File: src/rtl/ifu_fetch_ctrl_if.sv
// ifu_fetch_ctrl_if: redirect, instruction-memory and decode handshake bundle for the fetch front end.
// master = fetch controller, slave = surrounding pipeline/memory side.
interface ifu_fetch_ctrl_if;
    logic        redirect;
    logic [31:0] redirect_pc;
    logic        imem_req;
    logic [31:0] imem_addr;
    logic        imem_ready;
    logic [31:0] imem_rdata;
    logic        instr_valid;
    logic        instr_ready;
    logic [31:0] instr;
    logic [31:0] instr_pc;
    logic [31:0] pc4;
    logic        fetch_exc;
    modport master (
        input  redirect, redirect_pc, imem_ready, imem_rdata, instr_ready,
        output imem_req, imem_addr, instr_valid, instr, instr_pc, pc4, fetch_exc
    );
    modport slave (
        output redirect, redirect_pc, imem_ready, imem_rdata, instr_ready,
        input  imem_req, imem_addr, instr_valid, instr, instr_pc, pc4, fetch_exc
    );
endinterface

File: src/rtl/ifu_fetch_ctrl.sv
// ifu_fetch_ctrl: holds the PC, fetches words over req/ready and buffers one instruction for decode.
// Optional FETCH_ADDR_CHECK_EN: faulting PCs deliver a nop with fetch_exc instead of requesting.
module ifu_fetch_ctrl #(
    parameter logic [31:0] RESET_PC   = 32'h0000_3000,
    parameter logic [31:0] IMEM_BASE  = 32'h0000_3000,
    parameter int unsigned IMEM_WORDS = 4096
) (
    input logic              clk,
    input logic              reset,
    ifu_fetch_ctrl_if.master bus
);
    typedef enum logic {FETCH, OUT} state_e;
    state_e      state_q, state_d;
    logic [31:0] pc_q, pc_d, instr_q, instr_d, instr_pc_q, instr_pc_d;
    logic        valid_q, valid_d, exc_q, exc_d;
    logic        want, fault, load;
    function automatic logic addr_fault(input logic [31:0] a);
        logic [32:0] lo, hi;
        lo = {1'b0, IMEM_BASE};
        hi = lo + 33'(IMEM_WORDS) * 33'd4;
        return (a[1:0] != 2'b00) || ({1'b0, a} < lo) || ({1'b0, a} >= hi);
    endfunction
`ifdef FETCH_ADDR_CHECK_EN
    assign fault         = addr_fault(pc_q);
    assign bus.imem_addr = pc_q;
`else
    assign fault         = 1'b0;
    assign bus.imem_addr = {pc_q[31:2], 2'b00};
`endif
    // A slot is wanted when the buffer is empty or is being drained this cycle.
    assign want         = (state_q == FETCH) || ((state_q == OUT) && bus.instr_ready);
    assign bus.imem_req = want && !fault && !reset;
    assign load         = want && (bus.imem_ready || fault);
    always_comb begin
        state_d    = state_q;
        pc_d       = pc_q;
        instr_d    = instr_q;
        instr_pc_d = instr_pc_q;
        valid_d    = valid_q;
        exc_d      = exc_q;
        if (bus.redirect) begin
            pc_d    = bus.redirect_pc;
            valid_d = 1'b0;
            exc_d   = 1'b0;
            state_d = FETCH;
        end else if (load) begin
            instr_d    = fault ? 32'h0 : bus.imem_rdata;
            instr_pc_d = pc_q;
            pc_d       = fault ? pc_q : pc_q + 32'd4;
            valid_d    = 1'b1;
            exc_d      = fault;
            state_d    = OUT;
        end else if ((state_q == OUT) && bus.instr_ready) begin
            valid_d = 1'b0;
            exc_d   = 1'b0;
            state_d = FETCH;
        end
    end
    always_ff @(posedge clk or posedge reset) begin
        if (reset) begin
            state_q    <= FETCH;
            pc_q       <= RESET_PC;
            instr_q    <= 32'h0;
            instr_pc_q <= 32'h0;
            valid_q    <= 1'b0;
            exc_q      <= 1'b0;
        end else begin
            state_q    <= state_d;
            pc_q       <= pc_d;
            instr_q    <= instr_d;
            instr_pc_q <= instr_pc_d;
            valid_q    <= valid_d;
            exc_q      <= exc_d;
        end
    end
    assign bus.instr_valid = valid_q;
    assign bus.instr       = instr_q;
    assign bus.instr_pc    = instr_pc_q;
    assign bus.pc4         = instr_pc_q + 32'd4;
    assign bus.fetch_exc   = exc_q;
endmodule
File: src/flat_wrapper.sv
// flat-port wrapper written by rule: the top's interface ports become plain ports
module ifu_fetch_ctrl_flat 
#(
    parameter logic [31:0] RESET_PC   = 32'h0000_3000,
    parameter logic [31:0] IMEM_BASE  = 32'h0000_3000,
    parameter int unsigned IMEM_WORDS = 4096
)
  (clk, reset, bus_redirect, bus_redirect_pc, bus_imem_ready, bus_imem_rdata, bus_instr_ready, bus_imem_req, bus_imem_addr, bus_instr_valid, bus_instr, bus_instr_pc, bus_pc4, bus_fetch_exc);
  ifu_fetch_ctrl_if bus_i ();
  input logic clk;
  input logic reset;
  input wire logic [$bits(bus_i.redirect)-1:0] bus_redirect;
  input wire logic [$bits(bus_i.redirect_pc)-1:0] bus_redirect_pc;
  input wire logic [$bits(bus_i.imem_ready)-1:0] bus_imem_ready;
  input wire logic [$bits(bus_i.imem_rdata)-1:0] bus_imem_rdata;
  input wire logic [$bits(bus_i.instr_ready)-1:0] bus_instr_ready;
  output wire logic [$bits(bus_i.imem_req)-1:0] bus_imem_req;
  output wire logic [$bits(bus_i.imem_addr)-1:0] bus_imem_addr;
  output wire logic [$bits(bus_i.instr_valid)-1:0] bus_instr_valid;
  output wire logic [$bits(bus_i.instr)-1:0] bus_instr;
  output wire logic [$bits(bus_i.instr_pc)-1:0] bus_instr_pc;
  output wire logic [$bits(bus_i.pc4)-1:0] bus_pc4;
  output wire logic [$bits(bus_i.fetch_exc)-1:0] bus_fetch_exc;
  assign bus_i.redirect = bus_redirect;
  assign bus_i.redirect_pc = bus_redirect_pc;
  assign bus_i.imem_ready = bus_imem_ready;
  assign bus_i.imem_rdata = bus_imem_rdata;
  assign bus_i.instr_ready = bus_instr_ready;
  assign bus_imem_req = bus_i.imem_req;
  assign bus_imem_addr = bus_i.imem_addr;
  assign bus_instr_valid = bus_i.instr_valid;
  assign bus_instr = bus_i.instr;
  assign bus_instr_pc = bus_i.instr_pc;
  assign bus_pc4 = bus_i.pc4;
  assign bus_fetch_exc = bus_i.fetch_exc;
  ifu_fetch_ctrl #(.RESET_PC(RESET_PC), .IMEM_BASE(IMEM_BASE), .IMEM_WORDS(IMEM_WORDS)) u_core (.clk(clk), .reset(reset), .bus(bus_i));
endmodule
File: config.mk
export PLATFORM = sky130hd
export DESIGN_NAME = ifu_fetch_ctrl_flat
export DESIGN_NICKNAME = d
export VERILOG_FILES = /design/src/rtl/ifu_fetch_ctrl_if.sv /design/src/rtl/ifu_fetch_ctrl.sv /design/src/flat_wrapper.sv
export SDC_FILE = /design/constraint.sdc
export NUM_CORES = 1
export LEC_CHECK = 0
export CORE_ASPECT_RATIO = 0.8
export CORE_MARGIN = 2
export CORE_UTILIZATION = 45
export DETAILED_ROUTE_END_ITERATION = 8
export PLACE_DENSITY = 0.81
export SETUP_SLACK_MARGIN = 0.5
export SYNTH_ARGS = -nofsm -noshare
export SYNTH_HDL_FRONTEND = slang
export SYNTH_SLANG_ARGS = --single-unit
File: constraint.sdc
create_clock -name clk -period 4.04 [get_ports clk]
set_input_delay 0.808 -clock clk [delete_from_list [all_inputs] [get_ports clk]]
set_output_delay 0.808 -clock clk [all_outputs]
set_load 0.03 [all_outputs]
==> impl_metrics.py, run 1 <==
metrics = {
    "synthesis": {
        "yosysTopAreaCell": "dfrtp_1",
        "synth_common_cells": "dfrtp_1 (95), mux2_2 (64), nand2_1 (39)",
        "ys_seq_elements": 97,
        "yosys_most_used_dff": "dfrtp_1",
        "synthArstFlopShare_pct": 100.0,
        "synth_top_area_share_pct": 43.91,
        "netlist_area_sq_um": 5414,
        "yosysMostFrequentCell": "dfrtp_1",
        "ys_warn_count": 0,
        "synth_cells": 509,
        "synth_cell_type_count": 54,
        "synth_edf_count": 0,
        "synthTopCellsByArea": "dfrtp_1 (44%), mux2_2 (13%), buf_4 (5.1%), xnor2_1 (4.2%), nand4_1 (3.6%)",
        "avgSynthCellArea_sq_um": 10.64,
        "yosysSeqAreaShare_pct": 44.88,
    },
    "grt": {
        "grt_pass1_wl_microns": 24880,
        "grt_overflow": 0,
        "grt_start_max_net_pins": 65,
        "groute.usage.overall_pct": 24.43,
        "antenna_found_initial": 0,
        "grt_pass1_vias": 4637,
    },
    "cells_and_area": {
        "num_antenna_cells": 0,
        "stdcell_count": 812,
        "nets": 731,
        "drive_gt1_share_pct": 15.51,
        "syn_to_final_growth_pct": 38.71,
        "fillCellCount": 883,
    },
    "drt": {
        "drt_iter0_drc": 292,
        "num_vias": 4684,
        "drc": 0,
        "firstDrtPassIters": 5,
        "wirelength_microns": 16120,
        "vias_per_cell": 5.768,
        "drtAntennaViolNets": 0,
        "drt-wirelength-per-cell_microns": 19.85,
    },
    "sta": {
        "layout_setup_ws_ns": 0.5666,
        "hold_viol": 0,
        "drv_slew": 0,
        "skew_ns": 0.006862,
        "relSlewSlack_pct": 47.16,
        "period_needed_ns": 3.473,
        "rsz0062_at_grt": "yes",
        "layout_worst_path_cycle_share_pct": 85.98,
        "worstMarginPinSlew_ns": 0.7902,
        "fin_tns_setup_ns": 0,
        "setup_viol": 0,
        "max_freq_ghz": 0.2879,
    },
    "clock_tree": {
        "root_buffer": "clkbuf_16",
        "clockBufferDepth": 2,
        "postCtsSetupRepairBufs": 0,
        "clock_latency_ns": 0.35,
        "path_clk_slew_ns": 0.07,
        "cts_made_buffers": 9,
        "cts_tree": "done",
        "holdBufCountCts": 0,
        "numClockSinks": 97,
        "cts_htree_levels": 3,
    },
    "die": {
        "die_area_sq_um": 12930,
        "core-area_sq_um": 11600,
        "initial_utilization_pct": 46.65,
        "die_y_microns": 102.1,
        "die_w_microns": 126.6,
        "row_count": 35,
        "boundaryPins": 200,
    },
    "worst_setup_path": {
        "crit_fanout": 6,
        "slowest_delay_ns": 0.69,
        "worstReg2RegStart": "u_core.pc_q[12]$_DFFE_PP1P_",
        "worstSetupPathType": "register to primary output",
        "r2r_end": "u_core.pc_q[31]$_DFFE_PP0P_",
        "arrival_ns": 2.67,
        "cpMostUsedCell": "nand4_1",
        "reg2reg_depth": 4,
        "cpMaxStageDelayCell": "clkdlybuf4s50_1",
        "required_ns": 3.23,
        "crit_start": "u_core.bus.instr_pc[2]$_DFFE_PP0P_",
        "worstPathCellList": "ha_1 > nand4_1 > nor4_2 > nand4_1 > xnor2_1 > clkdlybuf4s50_1",
        "start_kind": "register",
        "cp-endpoint": "bus_pc4[20]",
        "r2r_slack_ns": 1.61,
        "setup.worst_path.end_class": "primary output",
    },
    "status": {
        "status": "completed",
    },
    "pwr": {
        "power.density_nw_per_um2": 488.1,
        "ir_drop_mv": 0.3541,
        "p_leak_nw": 2.971,
        "power.total_w": 0.003666,
    },
    "placement": {
        "dp_worst_setup_slack_ns": 0.7569,
        "gp_congestion": 0.8631,
        "port_buffers": 196,
        "dp.cells": 797,
        "dpl.hpwl_microns": 11870,
    },
    "worst_hold_path": {
        "hp-class": "register to register",
    },
    "run": {
        "cap_violations": 0,
    },
}
-- through the flow --
step	util (%)	cell area (sq um)	hold slack (ns)
after global routing	64.71	7510	0.5204
final	64.71	7510	0.5057
after global placement	61.71	7162	0.4719
after CTS	64.33	7466	0.5106
after floorplan	-	5421	0.4749
after detailed placement	61.71	7162	0.4947
-- how the worst min path moves through the flow --
| stage | slack (ns) | cells after the start | to | start |
|---|---|---|---|---|
| after global routing | 0.52 | 1 | u_core.bus.instr[26]$_DFFE_PP0P_ | u_core.bus.instr[26]$_DFFE_PP0P_ |
| after global placement | 0.47 | 1 | u_core.bus.instr[17]$_DFFE_PP0P_ | u_core.bus.instr[17]$_DFFE_PP0P_ |
| after CTS | 0.51 | 1 | u_core.bus.instr[23]$_DFFE_PP0P_ | u_core.bus.instr[23]$_DFFE_PP0P_ |
| after detailed placement | 0.49 | 1 | u_core.bus.instr[23]$_DFFE_PP0P_ | u_core.bus.instr[23]$_DFFE_PP0P_ |
| after floorplan | 0.47 | 1 | u_core.pc_q[0]$_DFFE_PP0P_ | u_core.pc_q[0]$_DFFE_PP0P_ |
| final | 0.51 | 1 | u_core.bus.instr[29]$_DFFE_PP0P_ | u_core.bus.instr[29]$_DFFE_PP0P_ |
-- cell usage in the layout, fill, tap and decap left out, types with 2 or more instances in the layout --
cell type          n
clkdlybuf4s50_1  182
dfrtp_1           95
mux2_2            64
nand2_1           39
nand4_1           31
nand3_1           26
xnor2_1           26
nor2_1            17
dlymetal6s2s_1    13
o21ai_0           12
inv_1             10
o31ai_1           10
clkbuf_16          9
and4_1             8
and3_1             8
nor4_1             8
xor2_1             8
a31oi_1            8
nor2b_1            7
or4_1              7
nor3_1             6
buf_4              5
o311ai_0           4
a21boi_0           3
or3_1              3
a22oi_1            3
a211o_1            3
a221oi_1           3
conb_1             3
and2_1             2
nor2_4             2
mux2_1             2
a21oi_1            2
o211ai_1           2
or2_2              2
o311ai_1           2
ha_1               2
inv_6              2
clkinvlp_4         2
dfstp_2            2
-- state kept, by name, summed over array words and instances, names as in the netlist --
register	count
u_core.bus.instr	32
u_core.bus.instr_valid	1
u_core.bus.instr_pc	32
u_core.pc_q	32
-- what timing repair did --
action / in CTS / in global routing
endpoints found under the setup margin: 9 / 17
endpoints found under the hold margin: 0 / 0
resized for setup: 1 / 15
-- metal layers --
layer / vias to the layer above / GRT usage (%) / routed length [microns]
li1: 2119 / - / -
met2: 221 / 40.35 / 7889
met5: - / 0 / 0
met3: 24 / 7.539 / 1410
met1: 2320 / 31.73 / 6547
met4: 0 / 6.255 / 274
-- where the power goes --
group          internal [W]  total [W]  leakage (nW)  switching (W)
sequential          0.00113    0.00134          1.12       0.000213
combinational      0.000640    0.00144          1.71       0.000798
clock              0.000498   0.000886         0.142       0.000387
-- area by class of cell --
type,count,area [sq um],area share (%)
Timing Repair Buffer,202,2047,27.26
Tap cell,148,185.2,2.466
Clock inverter,5,62.56,0.8331
Inverter,11,43.79,0.5831
Sequential cell,97,2430,32.36
Multi-Input combinational cell,339,2502,33.32
Clock buffer,10,239.0,3.182
-- worst max-delay path, delay by kind of cell (launching register included) --
family	cells	cell delay, ns
xor+xnor	1	0.15
fa+ha+maj	1	0.27
buf+inv	1	0.69
flops	1	0.45
simple gates	3	0.76
-- cell families after synthesis --
kind of cell    synth area share (%)
other cells                  0.06927
mux                            13.91
flops                          44.88
buf+inv                        9.291
fa+ha+maj                     0.4621
xor+xnor                       5.500
compound gates                 7.326
simple gates                   18.56
Power figures use the tool's default switching activity.
==> run 2, diff against run 1 <==
Settings changed: SLEW_MARGIN set to 10.
==> results of run 2 <==
Final layout, timing and power as in run 1 (identical DEF).
==> run 3, diff against run 2 <==
Settings changed: CORE_MARGIN 2 to 3, CORE_UTILIZATION 45 to 46, CTS_BUF_LIST set to sky130_fd_sc_hd__clkbuf_8, PLACE_DENSITY 0.81 to 0.83.
==> run 3 against run 2 <==
Against the previous run: sequential share of layout area grew 0.33 points; flip-flop and latch count is the same; die area grew 1.4%; power shrank 3.8%; global-route usage shrank 0.69 points; clock-buffer cell count shrank 1.
==> impl_metrics.py, run 3 (synthesis results as in run 1) <==
metrics = {
    "grt": {
        "groute.usage.overall_pct": 23.74,
        "grt_pass1_vias": 4718,
        "grt.met1_usage_pct": 29.74,
        "met2_usage_pct": 39.10,
        "grt_pass1_wl_microns": 24580,
        "grt_start_max_net_pins": 89,
        "grt_overflow": 0,
        "grt_busiest_layer": "met2",
        "grtUsageMet3_pct": 9.425,
        "antenna_found_initial": 0,
    },
    "die": {
        "row_count": 34,
        "die_w_microns": 127.3,
        "core-area_sq_um": 11190,
        "initial_utilization_pct": 48.39,
        "die_area_sq_um": 13120,
        "die_y_microns": 103.0,
        "boundaryPins": 200,
    },
    "drt": {
        "vias_per_cell": 5.807,
        "drt-wirelength-per-cell_microns": 19.81,
        "drc": 0,
        "drtAntennaViolNets": 0,
        "firstDrtPassIters": 5,
        "num_vias": 4686,
        "wirelength_microns": 15990,
        "drt_iter0_drc": 378,
    },
    "pwr": {
        "power.density_nw_per_um2": 474.1,
        "ir_drop_mv": 0.3503,
        "power.total_w": 0.003525,
        "p_leak_nw": 2.960,
    },
    "cells_and_area": {
        "nets": 730,
        "stdcell_area_sq_um": 7435,
        "syn_to_final_growth_pct": 37.32,
        "stdcell_count": 807,
        "fillCellCount": 860,
        "final_common_cell": "clkdlybuf4s50_1",
        "num_antenna_cells": 0,
        "drive_gt1_share_pct": 15.23,
        "most-common-layout-cells": "clkdlybuf4s50_1 (179), dfrtp_1 (95), mux2_2 (64), nand2_1 (39), nand4_1 (31)",
    },
    "sta": {
        "rsz0062_at_grt": "yes",
        "hold_slack_ns": 0.4921,
        "hold_viol": 0,
        "relSlewSlack_pct": 43.59,
        "max_freq_ghz": 0.2890,
        "setup_viol": 0,
        "skew_ns": 0.01089,
        "period_needed_ns": 3.461,
        "layout_worst_path_cycle_share_pct": 85.66,
        "worstMarginPinSlew_ns": 0.8436,
        "fin_tns_setup_ns": 0,
        "drv_slew": 0,
    },
    "clock_tree": {
        "clockBufferDepth": 2,
        "path_clk_slew_ns": 0.10,
        "cts_htree_levels": 3,
        "postCtsSetupRepairBufs": 0,
        "holdBufCountCts": 0,
        "numClockSinks": 97,
        "clock_latency_ns": 0.37,
        "cts_tree": "done",
        "cts_made_buffers": 9,
        "root_buffer": "clkbuf_8",
    },
    "worst_hold_path": {
        "min-delay-start": "u_core.bus.instr[17]$_DFFE_PP0P_",
        "hp-class": "register to register",
    },
    "worst_setup_path": {
        "required_ns": 3.23,
        "cpMostUsedCell": "nand4_1",
        "start_kind": "register",
        "slowest_delay_ns": 0.70,
        "arrival_ns": 2.65,
        "crit_start": "u_core.bus.instr_pc[2]$_DFFE_PP0P_",
        "crit_fanout": 6,
        "worstReg2RegStart": "u_core.pc_q[12]$_DFFE_PP1P_",
        "worstSetupPathType": "register to primary output",
        "cpMaxStageDelayCell": "clkdlybuf4s50_1",
        "worstPathCellList": "ha_1 > nand4_1 > nor4_2 > nand4_1 > xnor2_1 > clkdlybuf4s50_1",
        "setup.worst_path.end_class": "primary output",
    },
    "placement": {
        "port_buffers": 196,
        "dpl.hpwl_microns": 11740,
        "dp.cells": 792,
        "gp_congestion": 0.8584,
        "dpl_cell_area_sq_um": 7149,
    },
    "status": {
        "status": "completed",
    },
    "run": {
        "cap_violations": 0,
    },
}
-- run 3: cell count changes in the layout (fill, tap and decap cells not counted), sizes merged --
cell	change
buf	-1
dlymetal6s2s	+2
clkdlybuf4s50	-3
dlygate4sd2	+1
clkbuf	-1
bufinv	+2
inv	-1
-- run 3: layout make-up --
cell class | instances | area (sq um) | share of cell area [%]
Multi-Input combinational cell | 339 | 2502 | 33.66
Sequential cell | 97 | 2430 | 32.68
Timing Repair Buffer | 201 | 2043 | 27.48
Tap cell | 144 | 180.2 | 2.423
Clock buffer | 9 | 123.9 | 1.666
Clock inverter | 6 | 108.9 | 1.464
Inverter | 11 | 46.29 | 0.6227
-- run 3: final timing paths --
kind | endpoint | slack, ns | cells after the start
worst min-delay path | u_core.bus.instr[17]$_DFFE_PP0P_ | 0.49 | 1
worst min register to register | u_core.bus.instr[17]$_DFFE_PP0P_ | 0.49 | 1
max in group asynchronous | u_core.pc_q[0]$_DFFE_PP0P_ | 2.36 | 3
min in group asynchronous | u_core.bus.instr_valid$_DFFE_PP0P_ | 0.99 | 2
worst max register to register | u_core.pc_q[31]$_DFFE_PP0P_ | 1.53 | 4
worst max-delay path | bus_pc4[20] | 0.58 | 6
-- run 3: timing repair --
item	CTS	global route
cloned	0	0
hold endpoints to repair	0	0
pin swaps	0	1
endpoints found under the setup margin	8	16
resized for setup	2	17
-- run 3: power breakdown --
group	switching, W	internal (W)
Sequential	0.000209	0.00113
Clock	0.000346	0.000406
Combinational	0.000798	0.000637
Total	0.00135	0.00217
-- run 3: per-layer routing --
layer,vias to the layer above,wire length [microns]
met5,-,0
met4,0,183
met3,21,1582
met2,210,7817
met1,2332,6402
li1,2123,-
-- run 3: per-stage QoR --
stage                     util (%)  setup WS [ns]
final                        66.45         0.5792
after global routing         66.45         0.3287
after CTS                    65.99         0.4893
after detailed placement     63.90         0.7569
after global placement       63.90         0.8869
after floorplan                  -         0.7016
-- run 3: worst max-delay path, delay by kind of cell (launching register included) --
family,cells,cell delay (ns)
buf+inv,1,0.70
simple gates,3,0.75
flops,1,0.44
xor+xnor,1,0.16
fa+ha+maj,1,0.23
